<file path="config.mk">
export PLATFORM = sky130hd
export DESIGN_NAME = uart_rx_param
export DESIGN_NICKNAME = d
export VERILOG_FILES = /design/src/rtl/uart_pkg.sv /design/src/rtl/uart_rx_fifo.sv /design/src/rtl/uart_rx_param.sv
export SDC_FILE = /design/constraint.sdc
export NUM_CORES = 1
export LEC_CHECK = 0
export ABC_AREA = 0
export CAP_MARGIN = 25
export CORE_MARGIN = 2
export CORE_UTILIZATION = 55
export CTS_BUF_LIST = sky130_fd_sc_hd__clkbuf_8 sky130_fd_sc_hd__clkbuf_16
export DETAILED_ROUTE_END_ITERATION = 12
export PLACE_DENSITY = 0.74
export SYNTH_ARGS = -nofsm -noshare
export SYNTH_HDL_FRONTEND = slang
export SYNTH_SLANG_ARGS = --single-unit
</file>
<file path="constraint.sdc">
create_clock -name clk -period 3 [get_ports clk]
set_clock_uncertainty 0.05 [all_clocks]
set_input_delay 0.6 -clock clk [delete_from_list [all_inputs] [get_ports clk]]
set_output_delay 0.6 -clock clk [all_outputs]
set_load 0.005 [all_outputs]
</file>
<file path="src/rtl/uart_pkg.sv">
// uart_pkg: shared receiver FSM state encoding, parity modes
// and a 3-sample majority helper.
package uart_pkg;

  localparam int PARITY_NONE = 0;
  localparam int PARITY_EVEN = 1;
  localparam int PARITY_ODD  = 2;

  typedef enum logic [2:0] {
    IDLE,
    START,
    DATA,
    PARITY,
    STOP
  } rx_state_e;

  function automatic logic maj3(
    input logic a,
    input logic b,
    input logic c
  );
    return (a & b) | (a & c) | (b & c);
  endfunction

endpackage

</file>
<file path="src/rtl/uart_rx_fifo.sv">
// uart_rx_fifo: synchronous frame buffer. Ports: push/push_data in,
// pop/pop_data/valid out, overrun = 1-cycle pulse on a dropped push.
module uart_rx_fifo #(
  parameter int WIDTH = 10,
  parameter int DEPTH = 4
) (
  input  logic             clk,
  input  logic             reset,
  input  logic             push,
  input  logic [WIDTH-1:0] push_data,
  input  logic             pop,
  output logic [WIDTH-1:0] pop_data,
  output logic             valid,
  output logic             overrun
);

  localparam int AW = $clog2(DEPTH);

  logic [WIDTH-1:0] mem [DEPTH];
  logic [AW-1:0]    wr_ptr;
  logic [AW-1:0]    rd_ptr;
  logic [AW:0]      count;
  logic             full;
  logic             empty;
  logic             push_en;
  logic             pop_en;

  assign empty   = (count == '0);
  assign full    = (count == (AW+1)'(DEPTH));
  assign pop_en  = pop && !empty;
  // a full buffer still accepts a frame when the head leaves the same cycle
  assign push_en = push && (!full || pop_en);

  assign valid    = !empty;
  assign pop_data = empty ? '0 : mem[rd_ptr];

  always_ff @(posedge clk) begin
    if (push_en) begin
      mem[wr_ptr] <= push_data;
    end
  end

  always_ff @(posedge clk) begin
    if (reset) begin
      wr_ptr  <= '0;
      rd_ptr  <= '0;
      count   <= '0;
      overrun <= 1'b0;
    end else begin
      overrun <= push && !push_en;
      if (push_en) begin
        wr_ptr <= wr_ptr + 1'b1;
      end
      if (pop_en) begin
        rd_ptr <= rd_ptr + 1'b1;
      end
      unique case ({push_en, pop_en})
        2'b10:   count <= count + 1'b1;
        2'b01:   count <= count - 1'b1;
        default: count <= count;
      endcase
    end
  end

endmodule

</file>
<file path="src/rtl/uart_rx_param.sv">
// uart_rx_param: oversampling UART receiver with parity/stop checks
// and a frame FIFO. Ports: rx_inp in; data_out/valid/ready; error flags.
module uart_rx_param
  import uart_pkg::*;
#(
  parameter int DATA_BITS    = 8,
  parameter int CLKS_PER_BIT = 16,
  parameter int PARITY_MODE  = 1,
  parameter int STOP_BITS    = 1,
  parameter int FIFO_DEPTH   = 4
) (
  input  logic                 clk,
  input  logic                 reset,
  input  logic                 rx_inp,
  output logic [DATA_BITS-1:0] data_out,
  output logic                 data_valid,
  input  logic                 data_ready,
  output logic                 stop_error,
  output logic                 parity_error,
  output logic                 overrun_error
);

  localparam int CW = $clog2(CLKS_PER_BIT);
  localparam int BW = $clog2(DATA_BITS + 1);
  localparam int FW = DATA_BITS + 2;

  localparam logic [CW-1:0] MID  = CW'(CLKS_PER_BIT / 2);
  localparam logic [CW-1:0] LAST = CW'(CLKS_PER_BIT - 1);
  localparam logic [BW-1:0] BLST = BW'(DATA_BITS - 1);
  localparam logic          SLST = 1'(STOP_BITS - 1);

  rx_state_e            state;
  logic [1:0]           sync_q;
  logic [1:0]           hist;
  logic                 rx_s;
  logic                 vote;
  logic [CW-1:0]        cnt;
  logic [BW-1:0]        bit_idx;
  logic                 stop_idx;
  logic [DATA_BITS-1:0] shift;
  logic                 stop_err;
  logic                 par_err;
  logic                 push;
  logic [FW-1:0]        push_frame;
  logic [FW-1:0]        pop_frame;

  assign rx_s = sync_q[1];
  // hist[0] is the previous synchronised sample, hist[1] the one before;
  // evaluating one cycle late centres the vote on hist[0]
  assign vote = maj3(hist[1], hist[0], rx_s);

  always_ff @(posedge clk) begin
    if (reset) begin
      sync_q <= 2'b11;
      hist   <= 2'b11;
    end else begin
      sync_q <= {sync_q[0], rx_inp};
      hist   <= {hist[0], rx_s};
    end
  end

  // frame leaves on the final stop-bit vote, not at end of bit
  assign push = (state == STOP) && (cnt == LAST) && (stop_idx == SLST);
  assign push_frame = {shift, stop_err | ~vote, par_err};

  always_ff @(posedge clk) begin
    if (reset) begin
      state    <= IDLE;
      cnt      <= '0;
      bit_idx  <= '0;
      stop_idx <= 1'b0;
      shift    <= '0;
      stop_err <= 1'b0;
      par_err  <= 1'b0;
    end else begin
      unique case (state)
        IDLE: begin
          // needs a real 1->0 edge, so a held break never re-triggers
          if (hist[0] && !rx_s) begin
            state    <= START;
            cnt      <= '0;
            bit_idx  <= '0;
            stop_idx <= 1'b0;
            stop_err <= 1'b0;
            par_err  <= 1'b0;
          end
        end
        START: begin
          if (cnt == MID) begin
            cnt   <= '0;
            state <= vote ? IDLE : DATA;
          end else begin
            cnt <= cnt + 1'b1;
          end
        end
        DATA: begin
          if (cnt == LAST) begin
            cnt   <= '0;
            shift <= {vote, shift[DATA_BITS-1:1]};
            if (bit_idx == BLST) begin
              state <= (PARITY_MODE != PARITY_NONE) ? PARITY : STOP;
            end else begin
              bit_idx <= bit_idx + 1'b1;
            end
          end else begin
            cnt <= cnt + 1'b1;
          end
        end
        PARITY: begin
          if (cnt == LAST) begin
            cnt     <= '0;
            par_err <= ((^shift) ^ vote) != (PARITY_MODE == PARITY_ODD);
            state   <= STOP;
          end else begin
            cnt <= cnt + 1'b1;
          end
        end
        STOP: begin
          if (cnt == LAST) begin
            cnt <= '0;
            if (!vote) begin
              stop_err <= 1'b1;
            end
            if (stop_idx == SLST) begin
              state <= IDLE;
            end else begin
              stop_idx <= 1'b1;
            end
          end else begin
            cnt <= cnt + 1'b1;
          end
        end
        default: state <= IDLE;
      endcase
    end
  end

  uart_rx_fifo #(
    .WIDTH (FW),
    .DEPTH (FIFO_DEPTH)
  ) u_fifo (
    .clk       (clk),
    .reset     (reset),
    .push      (push),
    .push_data (push_frame),
    .pop       (data_ready),
    .pop_data  (pop_frame),
    .valid     (data_valid),
    .overrun   (overrun_error)
  );

  assign data_out     = pop_frame[FW-1:2];
  assign stop_error   = pop_frame[1];
  assign parity_error = pop_frame[0];

endmodule

</file>
# Word-level counts from Yosys, hierarchy flattened
# Memory sizes are Yosys's and may differ from the RTL's. A register that Yosys moved wholly into a read port is not among the register bits.
# Cells that the tools add are included.
[word_totals]
ff_bits = 34
ram_bits = 40
mem_count = 1
[memory_table]
columns = ["name", "depth", "width", "read_ports", "rd_ports_with_merged_regs", "write_ports", "line", "source"]
rows = [
  ["u_fifo.mem", 4, 10, 1, 1, 1, "uart_rx_fifo.sv:19", "logic [WIDTH-1:0] mem [DEPTH];"],
]
[classes]
addsub = 6
eq_ne = 19
n_mux = 31
bitwise_logic = 9
n_reduce_logical = 27
[op_table]
columns = ["operator", "count"]
rows = [
  ["two-way mux 3 bit", 7],
  ["two-way mux 4 bit", 5],
  ["!= test 2 bit (second input constant)", 8],
  ["one-hot mux 3 bit (5 select lines)", 1],
  ["one-hot mux 4 bit (3 select lines)", 1],
  ["two-way mux 10 bit", 1],
  ["adder 4 x 1 -> 4 bit (second input constant)", 2],
  ["== test 4 bit (second input constant)", 2],
  ["two-way mux 1 bit", 8],
  ["one-hot mux 4 bit (2 select lines)", 1],
  ["AND reduction 4 bit", 2],
  ["nonzero test 2 bit", 4],
  ["XOR reduction 8 bit", 1],
  ["AND reduction 7 bit", 1],
  ["== test 3 x 2 -> 1 bit (second input constant)", 2],
  ["== test 3 bit (second input constant)", 2],
  ["logical AND 1 bit", 6],
  ["logical NOT 3 bit", 2],
  ["two-way mux 2 bit", 3],
  ["one-hot mux 1 bit (2 select lines)", 3],
  ["one-hot mux 3 bit (2 select lines)", 1],
  ["AND reduction 3 bit", 2],
  ["adder 2 x 1 -> 2 bit (second input constant)", 2],
  ["== test 4 x 3 -> 1 bit (second input constant)", 1],
  ["other kinds (15)", 24],
]

# Logic depth before layout (Yosys ltp)
[depth]
depth_word = 7
ltp_mapped = 8
mapped_depth_nobuf = 8

# Hierarchy
# A second synthesis with hierarchy kept.
[unflattened]
cells_unflattened = 279
area_unflattened_um2 = 3325.7
[by_module_without_submodules]
columns = ["module", "n_inst", "cells_per_inst", "area_each_um2"]
rows = [
  ["uart_rx_fifo", 1, 134, 2098.3],
  ["uart_rx_param", 1, 145, 1227.4],
]

# Worst setup path before layout
# Ideal clock, no wire load.
[synth_path]
path_type = "reg-to-reg"
start = "register cnt[0]"
end = "register u_fifo.count[2]"
setup_time_ns = 0.132
arrival_ns = 2.259
required_time_ns = 2.818
setup_slack_ns = 0.558
path_stages_with_launch = 9
period_less_slack_ns = 2.442
cell_sequence = "dfxtp_1 > ha_1 > and3_1 > a21oi_1 > inv_1 > fa_1 > or4_1 > a31oi_1 > a21oi_1"
[synth_between]
elab_chain_cells = 6
elab_cells_between_ends = 8
classes_between = "eq/ne: 3; mux: 1; reduce/logical: 4"
[synth_lines]
columns = ["item", "line", "source"]
rows = [
  ["start: declaration", "uart_rx_param.sv:37", "logic [CW-1:0] cnt;"],
  ["start signal: assignment", "uart_rx_param.sv:93", "cnt <= cnt + 1'b1;"],
  ["start signal: assignment", "uart_rx_param.sv:106", "cnt <= cnt + 1'b1;"],
  ["start signal: assignment", "uart_rx_param.sv:115", "cnt <= cnt + 1'b1;"],
  ["== test 4 bit (*)", "uart_rx_param.sv:63", "assign push = (state == STOP) && (cnt == LAST) && (stop_idx == SLST);"],
  ["logical AND 1 bit (*) (2 in a row)", "uart_rx_param.sv:63", ""],
  ["logical AND 1 bit (*)", "uart_rx_fifo.sv:32", "assign push_en = push && (!full || pop_en);"],
  ["== test 2 x 1 -> 1 bit or == test 2 bit (tied branches)", "uart_rx_fifo.sv:57", "unique case ({push_en, pop_en})"],
  ["one-hot mux 3 bit (2 select lines) or nonzero test 2 bit (tied branches)", "--", ""],
  ["end signal: assignment", "uart_rx_fifo.sv:58", "2'b10: count <= count + 1'b1;"],
  ["end signal: assignment", "uart_rx_fifo.sv:59", "2'b01: count <= count - 1'b1;"],
  ["end signal: assignment", "uart_rx_fifo.sv:60", "default: count <= count;"],
  ["end: declaration", "uart_rx_fifo.sv:22", "logic [AW:0] count;"],
]
# Every way passes the cells marked *; elsewhere a longest branch is shown, timed or not.
# A chain may end at the register's enable or synchronous reset.

==> impl_metrics.tcl <==
set metrics [dict create \
    ys.flop_type "edfxtp_1" \
    power.share.switching_pct 27.6 \
    dieArea_um2 6700 \
    max_slew.worst_pin.slew_ns 0.745 \
    wl_per_cell_um 16.3 \
    area_delta_synth_final_pct 13.6 \
    root_buffer "clkbuf_8" \
    die_w_um 81.9 \
    gp_congestion 0.792 \
    grt_antenna_before_repair 0 \
    portBuffers 15 \
    dr.first_iter.drc_count 117 \
    cts-resized-gates 0 \
    slew_violations 0 \
    grt_max_degree 24 \
    yosys_warnings 0 \
    finalSetupViolCount 0 \
    num_rows 28 \
    finalCriticalPeriod_ns 2.68 \
    initial_core_util_pct 56.7 \
    finalCoreUtilization_pct 64.4 \
    viasPerCell 5.84 \
    track_usage_pct 19.7 \
    drv_cap 0 \
    r2r_end "u_fifo.count[2]$_SDFFE_PP0P_" \
    drcViolationCount 0 \
    hold_violations 0 \
    clk_latency_ns 0.34 \
    p_comb_share_pct 27.2 \
    crit_required_ns 2.35 \
    total_leakage_power_nw 1.27 \
    setup.worst_path.start_class "flop" \
    cts_setup_buffers 0 \
    cpPeakStageDelay_ns 0.53 \
    antenna_left 0 \
    period_share_pct 89.5 \
    diodes 0 \
    async_flop_share_pct 0 \
    vias 2125 \
    coreArea_um2 5890 \
    cpLargestDelayFamily "buffers and inverters" \
    cp.buffers_inverters 2 \
    crit_fanout 10 \
    rsz0062_at_grt "false" \
    critPathKind "flop to output port" \
    cts_buffers 9 \
    reg2reg_depth 8 \
    grt_pass1_vias 2041 \
    crit_path_end_kind "output port" \
    wirelength_mm 5.92 \
    netlist_instances 265 \
    synth.net_count 277 \
    fmax_ghz 0.373 \
    p_seq_share_pct 43.1 \
    yosysSeqAreaShare_pct 57.0 \
    cts_tree "yes" \
    syn_area_um2 3340 \
    grt_pass1_wl_mm 9.64 \
    die_h_um 81.9 \
    powerDensity_nw_per_um2 730 \
    synth_cell_types 54 \
    drive_gt1_share_pct 13.5 \
    syn_area_per_cell_um2 12.6 \
    htree_levels 3 \
    cts.path.max_buffers 2 \
    status "complete, no violations" \
    hold_class "flop to flop" \
    layout.nets 296 \
    power.share.clock_pct 29.7 \
    ys_ff_latch 75 \
    cp.arrival_ns 2.03 \
    hold_start "sync_q[0]$_SDFF_PP1_" \
    hold_end "sync_q[1]$_SDFF_PP1_" \
    slowest_stage "mux4_2" \
    final.setup.tns_ns 0 \
    p_int_w 0.00200 \
    path_clk_slew_ns 0.08 \
    ctsHoldBuffers 0 \
    reg2reg_slack_ns 0.39 \
    vdd_drop_max_mv 0.447 \
    p_switching_w 0.000763 \
    hpwl_mm 4.08 \
    crit_path_cell_trace "buf_4, mux4_2, and2_1, clkdlybuf4s50_1" \
    overflow 0 \
    synth-edff-count 40 \
    hold_depth 1 \
    clock-sinks 75 \
    dr.pass1.iters 4 \
    timing.rr.start "cnt[0]$_SDFFE_PP0P_" \
    io_pins 16 \
    max-slew-margin-rel_pct 50.1 \
]
## routing by layer
metal	vias to the layer above	GRT usage, %	wire length [µm]
li1	1030	-	-
met1	1044	25.3	2700
met2	42	31.9	2940
met3	9	3.63	178
met4	0	10.0	101
met5	-	0	0
## logic make-up (layout without fill, tap and decap cells)
group	Yosys count	after routing	synth area share, %
AOI/OAI and AO/OA	45	45	9.38
xor gates and xnor gates	10	10	3.04
buffers and inverters	23	47	2.70
muxes	20	20	9.79
adders and majority gates	9	9	3.53
and+or+nand+nor	83	83	14.6
DFF	75	75	57.0
## cell usage after synthesis, types with 4 or more instances
cell type / instances / area (µm²)
edfxtp_1: 40 / 1200
dfxtp_1: 35 / 701
nor2_1: 19 / 71.3
and2_1: 14 / 87.6
a21oi_1: 10 / 50.1
inv_1: 10 / 37.5
mux4_2: 10 / 225
clkbuf_1: 9 / 33.8
mux2i_1: 9 / 90.1
nor3_1: 8 / 40.0
ha_1: 7 / 87.6
xnor2_1: 7 / 61.3
o31ai_1: 6 / 45.0
or2_2: 5 / 31.3
nand2b_1: 4 / 25.0
nand3_1: 4 / 20.0
## worst max-delay path by stage
stage | depth (start not counted) | to
global route | 4 | data_out[1]
finish | 4 | data_out[7]
CTS | 4 | data_out[7]
global placement | 8 | u_fifo.count[2]$_SDFFE_PP0P_
floorplan | 8 | u_fifo.count[2]$_SDFFE_PP0P_
detailed placement | 8 | u_fifo.count[2]$_SDFFE_PP0P_
## flip-flops by register name, summed over array words and instances, names as in the netlist, named ones only
register / flops
u_fifo.count: 3
shift: 8
u_fifo.mem: 40
u_fifo.rd_ptr: 2
bit_idx: 4
sync_q: 2
hist: 2
stop_err: 1
u_fifo.wr_ptr: 2
cnt: 4
par_err: 1
state: 3
u_fifo.overrun: 1
## layout by cell type (no fill, tap or decap), drive strengths merged, types with 7 or more instances in the layout
cell	instances
inv	10
ha	7
xnor2	7
nor3	9
nor2	19
dfxtp	35
clkdlybuf4s50	15
edfxtp	40
clkbuf	9
a21oi	10
and2	14
mux4	10
mux2i	9
## layout make-up
class / count / area [µm²]
Tap cell: 75 / 93.8
Inverter: 10 / 37.5
Sequential cell: 75 / 1900
Fill cell: 439 / 2100
Clock inverter: 7 / 92.6
Multi-Input combinational cell: 167 / 1340
Clock buffer: 9 / 124
Timing Repair Buffer: 21 / 195
## stage by stage
stage	cell area (µm²)	instances	total power, W	hold slack [ns]	setup WS, ns
CTS	3790	364	0.00279	0.375	0.280
floorplan	3340	265	0.00167	0.339	0.558
global route	3790	364	0.00291	0.390	0.212
finish	3790	364	0.00277	0.366	0.316
global placement	3570	348	0.00195	0.346	0.165
detailed placement	3570	348	0.00197	0.351	0.0688
## power groups by stage
stage,registers (W),clock network [W],logic (W)
final,0.00119,0.000822,0.000751
after global routing,0.00120,0.000879,0.000828
after CTS,0.00119,0.000842,0.000758
after detailed placement,0.00121,0,0.000753
after global placement,0.00121,0,0.000731
after floorplan,0.00118,0,0.000487
(Power assumes the default switching activity.)
